### src/rtl/key_filter.sv
// Debounce and event extraction for one active-low push-button.
// Emits clean press/release/long-press pulses and a debounced level.
module key_filter #(
  parameter int DEB_MAX  = 1_000_000,
  parameter int LONG_MAX = 50_000_000
) (
  input  logic clk,
  input  logic rst,
  input  logic key_in,
  output logic key_flag,
  output logic key_release,
  output logic key_long,
  output logic key_state
);

  localparam int CW = $clog2(DEB_MAX);
  localparam int HW = $clog2(LONG_MAX + 1);

  localparam logic [CW-1:0] CNT_END  = CW'(DEB_MAX - 1);
  localparam logic [HW-1:0] HOLD_END = HW'(LONG_MAX);
  localparam logic [HW-1:0] HOLD_PRE = HW'(LONG_MAX - 1);

  typedef enum logic [1:0] {
    IDLE,
    PRESS_FILTER,
    DOWN,
    RELEASE_FILTER
  } state_t;

  state_t        r_state;
  logic          r_s1;
  logic          r_s2;
  logic [CW-1:0] r_cnt;
  logic [HW-1:0] r_hold;

  // Two-flop synchroniser, idles at the released level.
  always_ff @(posedge clk or posedge rst) begin
    if (rst) begin
      r_s1 <= 1'b1;
      r_s2 <= 1'b1;
    end else begin
      r_s1 <= key_in;
      r_s2 <= r_s1;
    end
  end

  // Debounce FSM with registered pulse and level outputs.
  always_ff @(posedge clk or posedge rst) begin
    if (rst) begin
      r_state     <= IDLE;
      r_cnt       <= '0;
      r_hold      <= '0;
      key_flag    <= 1'b0;
      key_release <= 1'b0;
      key_long    <= 1'b0;
      key_state   <= 1'b0;
    end else begin
      key_flag    <= 1'b0;
      key_release <= 1'b0;
      key_long    <= 1'b0;
      case (r_state)
        IDLE: begin
          if (!r_s2) begin
            r_state <= PRESS_FILTER;
            r_cnt   <= '0;
          end
        end
        PRESS_FILTER: begin
          if (r_s2) begin
            r_state <= IDLE;
            r_cnt   <= '0;
          end else if (r_cnt == CNT_END) begin
            r_state   <= DOWN;
            r_hold    <= '0;
            key_flag  <= 1'b1;
            key_state <= 1'b1;
          end else begin
            r_cnt <= r_cnt + 1'b1;
          end
        end
        DOWN: begin
          // Saturating hold timer; long pulse only on the final step.
          if (r_hold != HOLD_END) begin
            r_hold <= r_hold + 1'b1;
          end
          if (r_hold == HOLD_PRE) begin
            key_long <= 1'b1;
          end
          if (r_s2) begin
            r_state <= RELEASE_FILTER;
            r_cnt   <= '0;
          end
        end
        RELEASE_FILTER: begin
          // Bounce back keeps hold so the long-press timer resumes.
          if (!r_s2) begin
            r_state <= DOWN;
          end else if (r_cnt == CNT_END) begin
            r_state     <= IDLE;
            key_release <= 1'b1;
            key_state   <= 1'b0;
          end else begin
            r_cnt <= r_cnt + 1'b1;
          end
        end
        default: begin
          r_state   <= IDLE;
          r_cnt     <= '0;
          key_state <= 1'b0;
        end
      endcase
    end
  end

endmodule

### config.mk
export PLATFORM = sky130hd
export DESIGN_NAME = key_filter
export DESIGN_NICKNAME = d
export VERILOG_FILES = /design/src/rtl/key_filter.sv
export SDC_FILE = /design/constraint.sdc
export NUM_CORES = 1
export LEC_CHECK = 0
export ABC_AREA = 0
export CAP_MARGIN = 40
export CORE_ASPECT_RATIO = 1.1
export CORE_UTILIZATION = 41
export DETAILED_ROUTE_END_ITERATION = 12
export REMOVE_ABC_BUFFERS = 1
export SYNTH_ARGS = -nofsm -noshare
export SYNTH_HDL_FRONTEND = slang
export SYNTH_SLANG_ARGS = --single-unit
### constraint.sdc
create_clock -name clk -period 5.1 [get_ports clk]
set_clock_uncertainty 0.2 [all_clocks]
set_input_delay 0.51 -clock clk [delete_from_list [all_inputs] [get_ports clk]]
set_output_delay 0.51 -clock clk [all_outputs]
set_load 0.03 [all_outputs]
==> impl_metrics.py <==
metrics = {
    "drt": {
        "route.detailed.vias_per_inst": 5.71,
        "number_of_design_rule_violations_left_by_the_first_detailed_router_iteration": 97,
        "drt_pass1_iterations": 4,
        "route.detailed.drc": 0,
        "vias": 2288,
        "detail_route.wirelength_mm": 5.85,
        "routed_wire_length_per_instance_um": 14.6,
        "drtAntennaViolNets": 0,
    },
    "die": {
        "chip_width_um": 82.3,
        "io_pins": 7,
        "design.die.area_mm2": 0.00743,
        "core.rowCount": 31,
        "fp.dieH_um": 90.3,
        "initial_utilization_pct": 43.3,
        "design.core.area_mm2": 0.00671,
    },
    "synth": {
        "avgSynthCellArea_um2": 9.40,
        "synthesis.yosys.warnings": 0,
        "netlist_instances": 309,
        "synth.largest_area_cell": "dfrtp_1",
        "number_of_enable_type_register_cells_in_the_synthesized_netlist": 0,
        "post_synth_instance_area_mm2": 0.00291,
        "synth.yosys.seq_area_share_pct": 46.6,
        "synth_top_cells_by_area": "dfrtp_1, xor2_1, nor2_1",
        "synth_top_flop_cell": "dfrtp_1",
        "synth.lib_cells_used.distinct": 50,
        "synthArstFlopShare_pct": 100,
        "netlist.area_leader.share_pct": 44.8,
        "flops_latches_synth": 54,
    },
    "place": {
        "routabilityCongestion": 0.811,
        "pre_cts_ws_ps": 2390,
        "detail_placement_hpwl_mm": 4.15,
        "numPortBuffers": 6,
        "place_area_mm2": 0.00305,
        "dpl.cell_count": 393,
    },
    "timing": {
        "worstMarginPinSlew_ps": 779,
        "slew_viol_final": 0,
        "timing.fmax_mhz": 374,
        "report.final.hold_viol_count": 0,
        "grt_setup_unrepaired": "no",
        "tns_ps": 0,
        "setup_viol": 0,
        "fin_ws_ps": 2420,
        "layout_worst_path_cycle_share_pct": 52.5,
        "layout_min_cycle_time_ps": 2680,
        "slew-limit-headroom_pct": 47.5,
    },
    "power": {
        "power.ir.vdd_worst_mv": 0.179,
        "power.switching_mw": 0.172,
        "seq_power_share_pct": 54.2,
        "p_comb_share_pct": 4.1,
        "power_per_cell_area_mw_per_mm2": 254,
        "design_power_total_mw": 0.812,
        "cell_internal_pwr_mw": 0.641,
        "sw_frac_of_total_pct": 21.1,
        "leakagePower_nw": 1.34,
        "power.share.clock_pct": 41.7,
    },
    "clock_network": {
        "clock_root_buffer": "clkbuf_8",
        "cts_tree": "yes",
        "cts.reportedPaths.clkPinSlew_ps": 90,
        "number_of_gates_resized_after_cts": 0,
        "clkLatencyLatePin_ps": 310,
        "clock_tree.buffer_depth": 2,
        "cts_num_sinks": 54,
        "cts_inserted_buffers": 5,
        "post-cts-setup-buffer-count": 0,
        "hold_buffers": 0,
        "htree_num_levels": 2,
    },
    "worst_hold_path": {
        "timing.hold.worst_endpoint": "r_s2",
        "hold_class": "reg2reg",
        "hold_depth": 0,
        "timing.hold.worst.start": "r_s1",
    },
    "grt": {
        "first_global_vias": 2211,
        "antenna_violations_before_repair": 0,
        "grt.overflow.total": 0,
        "grt_util_all_layers_pct": 17.7,
        "first_pass_grt_wire_length_mm": 10.3,
        "grt_max_degree": 55,
    },
    "worst_setup_path": {
        "worst_path_required_ps": 5100,
        "worst-r2r-cell-count": 5,
        "cp.buffers_inverters": 1,
        "timing_worst_setup_path_type": "reg2reg",
        "regToRegSetupSlack_ps": 2420,
        "critical_path.max_fanout": 13,
        "worstPathCellList": "or4b_4 > or4_4 > nor3_4 > buf_6 > nor2_1",
        "slowest_stage_delay_cp_ps": 600,
        "critical_path.slowest_cell": "or4_4",
        "timing.critical_path.arrival_ps": 2680,
        "endpoint_kind": "flip-flop",
        "critical_path.reg2reg.startpoint": "r_cnt[6]",
        "endpoint_of_the_worst_register_to_register_path": "r_hold[18]",
        "timing.critical_path.max_delay_family": "simple AND/OR/NAND/NOR gates",
        "worst_setup_path_start_kind": "flip-flop",
    },
    "layout": {
        "finish.instance_area_mm2": 0.00319,
        "area_growth_syn_to_layout_pct": 9.86,
        "fraction_of_final_layout_cells_sized_beyond_drive_strength_1_pct": 8.46,
        "n_antenna_cell": 0,
        "design.final.nets": 324,
        "final_cell_mix": "dfrtp_1, nor2_1, nand2_1, xor2_1, nand4_1",
        "finalNonFillerCells": 401,
        "most_frequent_standard_cell_in_the_layout_excluding_fill_and_tap_cells": "dfrtp_1",
    },
    "outcome": {
        "status": "finished, final reports clean",
    },
    "job": {
        "drv.max_cap_violation_count": 0,
    },
}
stage by stage:
| stage | hold WS, ps | util, % |
|---|---|---|
| global placement | 146 | 45.1 |
| finish | 159 | 47.6 |
| floorplan | 145 | - |
| global route | 167 | 47.6 |
| detailed placement | 147 | 45.5 |
| CTS | 161 | 47.6 |
flip-flops by register name, indices dropped and copies added, names as in the netlist, named ones only:
| signal | flops |
|---|---|
| r_hold | 26 |
| r_cnt | 20 |
| key_flag | 1 |
| key_long | 1 |
| key_release | 1 |
| key_state | 1 |
| r_s1 | 1 |
| r_s2 | 1 |
| r_state | 1 |
power groups by stage:
stage               Combinational [mW]  Sequential, mW  Clock (mW)
floorplan                       0.0239           0.446           0
global placement                0.0341           0.448           0
detailed placement              0.0342           0.448           0
CTS                             0.0345           0.440       0.350
global route                    0.0389           0.441       0.366
finish                          0.0333           0.440       0.339
logic make-up (layout without fill, tap and decap cells):
group	after synthesis	after routing	share of synthesized area (%)
buf+inv	18	28	3.19
fa+ha+maj	3	3	1.29
xor+xnor	32	32	9.65
compound gates	38	38	8.74
flops	54	54	46.6
simple gates	164	164	30.5
Yosys cell counts, drive strengths merged, types with 5 or more instances:
cell type and instances:
or3 6, nor2 42, nand4 20, and4 5, xor2 25, dfrtp 52
nand3 18, o21ai 13, nor4 8, a21oi 5, buf 5, clkbuf 5
nand2 27, nor3 9, xnor2 7, inv 8
layout make-up:
cell class / instances / area [um^2]
inverters: 8 / 30.0
clock buffers: 5 / 68.8
fillers: 656 / 3520
clock inverters: 3 / 68.8
multi-input cells: 237 / 1460
repair buffers: 12 / 109
flip-flops and latches: 54 / 1350
well taps: 82 / 103
worst max path at each step:
stage                  start          to  cells after the start
global route        r_cnt[6]  r_hold[19]                      5
finish              r_cnt[6]  r_hold[18]                      5
CTS                 r_cnt[6]  r_hold[18]                      5
global placement    r_cnt[6]   r_hold[7]                      4
floorplan           r_cnt[6]   r_hold[7]                      4
detailed placement  r_cnt[6]  r_hold[18]                      5
routing by layer:
metal	wire length [um]	part of all wire, %	up-vias	global-route usage [%]
met5	0	0	-	0
met4	113	1.9	0	5.99
met3	110	1.9	12	3.43
met2	2800	48	25	28.1
met1	2820	48	1131	23.7
li1	-	-	1120	-
Power figures use the tool's default switching activity.
